### src/rtl/pe_dot_accum_if.sv
// Handshake and data bus for pe_dot_accum: weight load, job start, activation
// stream and result channel, with master (driver) and slave (PE) views.
interface pe_dot_accum_if #(
   parameter int DATA_W = 8,
   parameter int LANES  = 4,
   parameter int ACC_W  = 32,
   parameter int CNT_W  = 8
);
   logic                      w_load;
   logic [LANES*DATA_W-1:0]   w_in;
   logic                      start;
   logic [CNT_W-1:0]          len;
   logic [ACC_W-1:0]          psum_in;
   logic                      act_valid;
   logic [LANES*DATA_W-1:0]   act_in;
   logic                      act_ready;
   logic                      out_valid;
   logic                      out_ready;
   logic [ACC_W-1:0]          out_psum;
   logic                      sat;

   modport master (
      output w_load, w_in, start, len, psum_in, act_valid, act_in, out_ready,
      input  act_ready, out_valid, out_psum, sat
   );

   modport slave (
      input  w_load, w_in, start, len, psum_in, act_valid, act_in, out_ready,
      output act_ready, out_valid, out_psum, sat
   );
endinterface

### src/rtl/pe_dot_accum.sv
// Weight-stationary dot-product PE: one LANES-wide beat per cycle is reduced to a
// single product sum, registered, then added into a saturating accumulator.
module pe_dot_accum #(
   parameter int DATA_W = 8,
   parameter int LANES  = 4,
   parameter int ACC_W  = 32,
   parameter int SEM    = 1,
   parameter int CNT_W  = 8
) (
   input  logic          clk,
   input  logic          rst_n,
   pe_dot_accum_if.slave bus
);
   localparam int P_W = 2*DATA_W;
   localparam int S_W = P_W + $clog2(LANES);

   typedef enum logic [1:0] {IDLE, ACCUM, FLUSH, DONE} state_t;

   state_t                   r_state, w_state_nxt;
   logic [LANES*DATA_W-1:0]  r_w;
   logic signed [ACC_W-1:0]  r_acc;
   logic [CNT_W-1:0]         r_cnt;
   logic                     r_sat;
   logic signed [S_W-1:0]    r_prod_p1;
   logic                     r_vld_p1;

   logic                     w_accept;
   logic signed [S_W-1:0]    w_lane_sum;
   logic signed [P_W-1:0]    w_prod;
   logic [ACC_W:0]           w_add;

   // Sign-magnitude multiply keeps magnitudes unsigned and applies the XOR sign
   // afterwards; a zero magnitude negates to zero, so negative zero vanishes.
   function automatic logic signed [P_W-1:0] lane_mul(input logic [DATA_W-1:0] a,
                                                      input logic [DATA_W-1:0] b);
      logic [P_W-3:0]        mag;
      logic signed [P_W-1:0] res;
      if (SEM != 0) begin
         mag = a[DATA_W-2:0] * b[DATA_W-2:0];
         res = {2'b00, mag};
         if (a[DATA_W-1] ^ b[DATA_W-1])
            res = -res;
      end else begin
         res = $signed(a) * $signed(b);
      end
      return res;
   endfunction

   // Returns {overflow, clamped sum}.
   function automatic logic [ACC_W:0] sat_add(input logic signed [ACC_W-1:0] acc,
                                              input logic signed [S_W-1:0]   p);
      logic signed [ACC_W:0] s;
      logic [ACC_W:0]        res;
      s = {acc[ACC_W-1], acc} + {{(ACC_W+1-S_W){p[S_W-1]}}, p};
      if (s[ACC_W] != s[ACC_W-1])
         res = s[ACC_W] ? {1'b1, 1'b1, {(ACC_W-1){1'b0}}}
                        : {1'b1, 1'b0, {(ACC_W-1){1'b1}}};
      else
         res = {1'b0, s[ACC_W-1:0]};
      return res;
   endfunction

   assign w_accept = (r_state == ACCUM) && bus.act_valid;
   assign w_add    = sat_add(r_acc, r_prod_p1);

   always_comb begin
      w_lane_sum = '0;
      w_prod     = '0;
      for (int i = 0; i < LANES; i++) begin
         w_prod     = lane_mul(r_w[i*DATA_W +: DATA_W], bus.act_in[i*DATA_W +: DATA_W]);
         w_lane_sum = w_lane_sum + S_W'(w_prod);
      end
   end

   always_ff @(posedge clk or negedge rst_n) begin
      if (!rst_n)
         r_state <= IDLE;
      else
         r_state <= w_state_nxt;
   end

   always_comb begin
      w_state_nxt = r_state;
      case (r_state)
         IDLE:    if (bus.start) w_state_nxt = (bus.len == '0) ? FLUSH : ACCUM;
         ACCUM:   if (w_accept && (r_cnt == CNT_W'(1))) w_state_nxt = FLUSH;
         FLUSH:   w_state_nxt = DONE;
         DONE:    if (bus.out_ready) w_state_nxt = IDLE;
         default: w_state_nxt = IDLE;
      endcase
   end

   // Stage p1: reduced beat product; consumed by the accumulator on the next edge.
   always_ff @(posedge clk or negedge rst_n) begin
      if (!rst_n) begin
         r_w       <= '0;
         r_acc     <= '0;
         r_cnt     <= '0;
         r_sat     <= 1'b0;
         r_prod_p1 <= '0;
         r_vld_p1  <= 1'b0;
      end else begin
         r_vld_p1 <= w_accept;
         if (w_accept) begin
            r_prod_p1 <= w_lane_sum;
            r_cnt     <= r_cnt - CNT_W'(1);
         end
         if ((r_state == IDLE) && bus.w_load)
            r_w <= bus.w_in;
         if ((r_state == IDLE) && bus.start) begin
            r_acc <= bus.psum_in;
            r_cnt <= bus.len;
            r_sat <= 1'b0;
         end else if (r_vld_p1) begin
            r_acc <= w_add[ACC_W-1:0];
            if (w_add[ACC_W])
               r_sat <= 1'b1;
         end
      end
   end

   assign bus.act_ready = (r_state == ACCUM);
   assign bus.out_valid = (r_state == DONE);
   assign bus.out_psum  = r_acc;
   assign bus.sat       = r_sat;
endmodule

### src/flat_wrapper.sv
// flat-port wrapper written by rule: the top's interface ports become plain ports
module pe_dot_accum_flat 
#(
   parameter int DATA_W = 8,
   parameter int LANES  = 4,
   parameter int ACC_W  = 32,
   parameter int SEM    = 1,
   parameter int CNT_W  = 8
)
  (clk, rst_n, bus_w_load, bus_w_in, bus_start, bus_len, bus_psum_in, bus_act_valid, bus_act_in, bus_out_ready, bus_act_ready, bus_out_valid, bus_out_psum, bus_sat);
  pe_dot_accum_if #(.DATA_W(DATA_W), .LANES(LANES), .ACC_W(ACC_W), .CNT_W(CNT_W)) bus_i ();
  input  logic clk;
  input  logic rst_n;
  input wire logic [$bits(bus_i.w_load)-1:0] bus_w_load;
  input wire logic [$bits(bus_i.w_in)-1:0] bus_w_in;
  input wire logic [$bits(bus_i.start)-1:0] bus_start;
  input wire logic [$bits(bus_i.len)-1:0] bus_len;
  input wire logic [$bits(bus_i.psum_in)-1:0] bus_psum_in;
  input wire logic [$bits(bus_i.act_valid)-1:0] bus_act_valid;
  input wire logic [$bits(bus_i.act_in)-1:0] bus_act_in;
  input wire logic [$bits(bus_i.out_ready)-1:0] bus_out_ready;
  output wire logic [$bits(bus_i.act_ready)-1:0] bus_act_ready;
  output wire logic [$bits(bus_i.out_valid)-1:0] bus_out_valid;
  output wire logic [$bits(bus_i.out_psum)-1:0] bus_out_psum;
  output wire logic [$bits(bus_i.sat)-1:0] bus_sat;
  assign bus_i.w_load = bus_w_load;
  assign bus_i.w_in = bus_w_in;
  assign bus_i.start = bus_start;
  assign bus_i.len = bus_len;
  assign bus_i.psum_in = bus_psum_in;
  assign bus_i.act_valid = bus_act_valid;
  assign bus_i.act_in = bus_act_in;
  assign bus_i.out_ready = bus_out_ready;
  assign bus_act_ready = bus_i.act_ready;
  assign bus_out_valid = bus_i.out_valid;
  assign bus_out_psum = bus_i.out_psum;
  assign bus_sat = bus_i.sat;
  pe_dot_accum #(.DATA_W(DATA_W), .LANES(LANES), .ACC_W(ACC_W), .SEM(SEM), .CNT_W(CNT_W)) u_core (.clk(clk), .rst_n(rst_n), .bus(bus_i));
endmodule
### config.mk
export PLATFORM = sky130hd
export DESIGN_NAME = pe_dot_accum_flat
export DESIGN_NICKNAME = d
export VERILOG_FILES = /design/src/rtl/pe_dot_accum_if.sv /design/src/rtl/pe_dot_accum.sv /design/src/flat_wrapper.sv
export SDC_FILE = /design/constraint.sdc
export NUM_CORES = 1
export LEC_CHECK = 0
export ABC_AREA = 0
export BUFFER_PORTS_ARGS = -buffer_cell sky130_fd_sc_hd__buf_2
export CAP_MARGIN = 10
export CORE_UTILIZATION = 45
export CTS_CLUSTER_SIZE = 16
export DETAILED_ROUTE_END_ITERATION = 10
export GPL_TIMING_DRIVEN = 0
export PLACE_DENSITY = 0.64
export SETUP_SLACK_MARGIN = 0.1
export SLEW_MARGIN = 20
export SYNTH_ARGS = -nofsm -noshare
export SYNTH_HDL_FRONTEND = slang
export SYNTH_SLANG_ARGS = --single-unit
### constraint.sdc
create_clock -name clk -period 8.8 [get_ports clk]
set_input_delay 1.32 -clock clk [delete_from_list [all_inputs] [get_ports clk]]
set_output_delay 1.32 -clock clk [all_outputs]
set_load 0.02 [all_outputs]
==> out/results.tsv <==
stage	metric	value	unit
run_status	outcome	finished clean	
logic_synthesis	synth_xor_area_frac	0.0883	
grt	grt_antenna_before_repair	0	
clocking	path_clk_slew	80	ps
logic_synthesis	synth-edff-count	0	
grt	grt.total_usage	0.225	
floorplan	core	0.0317	mm2
floorplan	dieWidth	182	um
worst_setup_path	worstPathMaxFanout	7	
sta	slew_viol_final	0	
final_layout	multiInputGateArea	0.0115	mm2
logic_synthesis	synth-seq-area-share	0.161	
logic_synthesis	yosys.cell_types.count	71	
worst_hold_path	worstHoldEndpoint	u_core.r_prod_p1[2]	
sta	report.final.hold_viol_count	0	
floorplan	rows	65	
detailed_routing	via_count	12096	
worst_setup_path	critical_path_arrival	8470	ps
logic_synthesis	most_common_flop_cell_mapped_by_yosys	sky130_fd_sc_hd__dfrtp_1	
logic_synthesis	proportion_of_register_bits_with_asynchronous_set_or_reset_after_synthesis	1.00	
clocking	clk_latency	380	ps
detailed_routing	routed_via_density	5.41	
final_layout	layout.cells.most_common	sky130_fd_sc_hd__ha_1	
place	place.gp.congestion	0.893	
grt	global_route_wire_length_before_repair	60.1	mm
worst_setup_path	endpoint_kind	flip-flop	
worst_hold_path	hp-start	u_core.r_prod_p1[2]	
final_layout	final_cell_mix	sky130_fd_sc_hd__ha_1, sky130_fd_sc_hd__inv_1, sky130_fd_sc_hd__nand2_1, sky130_fd_sc_hd__buf_2, sky130_fd_sc_hd__and2_1	
final_layout	final_util	0.512	
worst_hold_path	worst_hold_path.num_cells	2	
sta	grt_setup_unrepaired	no	
sta	slew_headroom	0.403	
detailed_routing	ant_nets	0	
logic_synthesis	syn_avg_cell_area	8.73	um2
floorplan	initial_core_util	0.460	
logic_synthesis	syn_area	0.0146	mm2
clocking	clock_tree_from_tritoncts	built	
logic_synthesis	synth_nets	2098	
worst_setup_path	cp-start-kind	primary input	
detailed_routing	drtPass1Iterations	5	
worst_setup_path	worst_path_max_delay_cell	sky130_fd_sc_hd__fa_1	
final_layout	area_growth_syn_to_layout	11.3	%
logic_synthesis	proportion_of_synthesized_area_in_mux_cells	0.0277	
final_layout	drive_gt1_frac	0.121	
worst_setup_path	worst_path_dominant_cell_family	adder cells	
final_layout	sequential_cell_area	0.00235	mm2
detailed_routing	drc	0	
floorplan	die_extent_in_y	182	um
logic_synthesis	synth_compound_area_frac	0.136	
place	placement.io_buffers	144	
grt	grt_overflow	0	
worst_setup_path	cpPeakStageDelay	550	ps
worst_setup_path	worst-r2r-setup-slack	1140	ps
clocking	cts_made_buffers	9	
worst_setup_path	cp_num_buf_inv	7	
floorplan	design.portCount	145	
logic_synthesis	synthesis.yosys.warnings	0	
clocking	cts.path.max_buffers	2	
detailed_routing	drt_iter0_markers	567	
grt	first_global_vias	12130	
worst_hold_path	worstHoldPathType	reg2reg	
worst_setup_path	worst-endpoint-required	9040	ps
worst_setup_path	r2r-start	u_core.r_w[19]	
sta	total_setup_violations_reported_at_the_end_of_the_flow	0	
clocking	cts.root.buffer_cell	sky130_fd_sc_hd__clkbuf_16	
final_layout	final.fill_count	3049	
grt	grt_max_degree	49	
worst_setup_path	worst-setup-path-type	in2reg	
clocking	tritoncts_num_sinks	94	
worst_setup_path	rr_endpoint	u_core.r_prod_p1[16]	
run	cap_viol_max_count	0	
logic_synthesis	largest_family_of_logic_cells_by_synthesized_area	adder cells	
place	hpwlAfterDp	29.5	mm
clocking	cts_max_level	3	
sta	worst_clock_skew	7.71	ps
floorplan	die_footprint	0.0331	mm2
sta	max_clock_freq	121	MHz
worst_setup_path	worst_r2r_path_depth	28	
logic_synthesis	post_synthesis_share_of_cell_area_spent_on_and_or_nand_and_nor_gates	0.192	
sta	timing.final.crit_period	8230	ps
sta	worst_pin_slew	895	ps
detailed_routing	routedWlPerCell	15.9	um
logic_synthesis	synth-adder-area-share	0.340	
detailed_routing	totalWireLength	35.6	mm
sta	post-route-period-util	0.935	
logic_synthesis	yosys_register_bits	94	
final_layout	insertedDiodeCount	0	
logic_synthesis	syn-instance-count	1670	
final_layout	finish.net_count	2255	
## per-stage QoR
stage	setup slack, ps	area [um2]	hold WS [ps]	TNS [ps]	cells
6_report	569	16200	494	0	2234
5_1_grt	121	16200	509	0	2234
4_1_cts	338	16200	501	0	2233
3_5_place_dp	-43.9	15800	482	-43.9	2217
3_3_place_gp	62.1	15800	471	0	2216
2_1_floorplan	659	14600	453	0	1670
## logic make-up after synthesis
| kind of cell | count (synthesis) |
|---|---|
| compound gates | 311 |
| xor+xnor | 147 |
| fa+ha+maj | 318 |
| buf+inv | 213 |
| flops | 94 |
| mux | 36 |
| simple gates | 551 |
## how the worst max path moves through the flow
stage / to / from / depth (start not counted)
2_1_floorplan: u_core.r_prod_p1[17] / bus_act_in[19] / 30
3_3_place_gp: u_core.r_prod_p1[17] / bus_act_in[19] / 31
3_5_place_dp: u_core.r_prod_p1[17] / bus_act_in[19] / 31
4_1_cts: u_core.r_prod_p1[17] / bus_act_in[19] / 31
5_1_grt: u_core.r_prod_p1[16] / bus_act_in[19] / 31
6_report: u_core.r_prod_p1[16] / bus_act_in[19] / 29
## metal layers
metal,track usage,part of all wire,wire length [um]
met1,0.292,0.46,16400
met2,0.394,0.48,17200
met5,0,0,0
met4,0.0706,0.024,836
met3,0.0231,0.032,1150
## area by class of cell
| class | count | area share |
|---|---|---|
| Buffer | 34 | 0.00825 |
| Multi-Input combinational cell | 1363 | 0.707 |
| Tap cell | 402 | 0.0310 |
| Clock buffer | 10 | 0.0147 |
| Clock inverter | 6 | 0.00601 |
| Timing Repair Buffer | 146 | 0.0469 |
| Inverter | 179 | 0.0414 |
| Sequential cell | 94 | 0.145 |
## Yosys cell counts, types with 6 or more instances
| cell | number | area share |
|---|---|---|
| sky130_fd_sc_hd__o211ai_1 | 13 | 0.0067 |
| sky130_fd_sc_hd__nor2b_1 | 10 | 0.0043 |
| sky130_fd_sc_hd__or3_1 | 26 | 0.011 |
| sky130_fd_sc_hd__dfrtp_1 | 94 | 0.16 |
| sky130_fd_sc_hd__nand2b_1 | 10 | 0.0043 |
| sky130_fd_sc_hd__nand3_1 | 17 | 0.0058 |
| sky130_fd_sc_hd__mux2_2 | 35 | 0.027 |
| sky130_fd_sc_hd__nor2_1 | 87 | 0.022 |
| sky130_fd_sc_hd__a211oi_1 | 8 | 0.0041 |
| sky130_fd_sc_hd__o21ai_0 | 85 | 0.029 |
| sky130_fd_sc_hd__and3_1 | 10 | 0.0043 |
| sky130_fd_sc_hd__xnor2_1 | 92 | 0.055 |
| sky130_fd_sc_hd__o21a_1 | 11 | 0.0057 |
| sky130_fd_sc_hd__nand2_1 | 173 | 0.045 |
| sky130_fd_sc_hd__nand3b_1 | 12 | 0.0062 |
| sky130_fd_sc_hd__a21oi_1 | 82 | 0.028 |
| sky130_fd_sc_hd__and2_1 | 144 | 0.062 |
| sky130_fd_sc_hd__o21bai_1 | 6 | 0.0031 |
| sky130_fd_sc_hd__a31oi_1 | 19 | 0.0082 |
| sky130_fd_sc_hd__fa_1 | 130 | 0.18 |
| sky130_fd_sc_hd__a221o_1 | 8 | 0.0055 |
| sky130_fd_sc_hd__ha_1 | 188 | 0.16 |
| sky130_fd_sc_hd__nor3_1 | 26 | 0.0089 |
| sky130_fd_sc_hd__clkbuf_1 | 25 | 0.0064 |
| sky130_fd_sc_hd__a21o_1 | 23 | 0.012 |
| sky130_fd_sc_hd__inv_1 | 177 | 0.046 |
| sky130_fd_sc_hd__o221ai_1 | 9 | 0.0054 |
| sky130_fd_sc_hd__xor2_1 | 55 | 0.033 |
| sky130_fd_sc_hd__o31ai_1 | 6 | 0.0031 |
| sky130_fd_sc_hd__nand4_1 | 7 | 0.0030 |
## worst reg2reg max path: cells and delay by family (launching register included)
kind / cells / cell delay, ps
adders and majority gates: 8 / 3830
and+or+nand+nor: 8 / 1790
AOI/OAI and AO/OA: 4 / 820
DFF: 1 / 470
buffers and inverters: 6 / 300
xor gates and xnor gates: 2 / 280
## timing repair
item	in CTS	in global routing
setup endpoints to repair	0	5
hold buffers	0	0
resized for setup	0	9
setup buffers	0	1
## state kept, by name (all words and copies together), names as in the netlist
name,cells
u_core.bus.out_psum,32
u_core.r_w,32
u_core.r_prod_p1,18
u_core.r_cnt,8
u_core.r_state,2
u_core.bus.sat,1
u_core.r_vld_p1,1
Power is left out: the tool's default activity adds up to more than one toggle a clock period on the data nets, which glitch-free logic cannot reach.
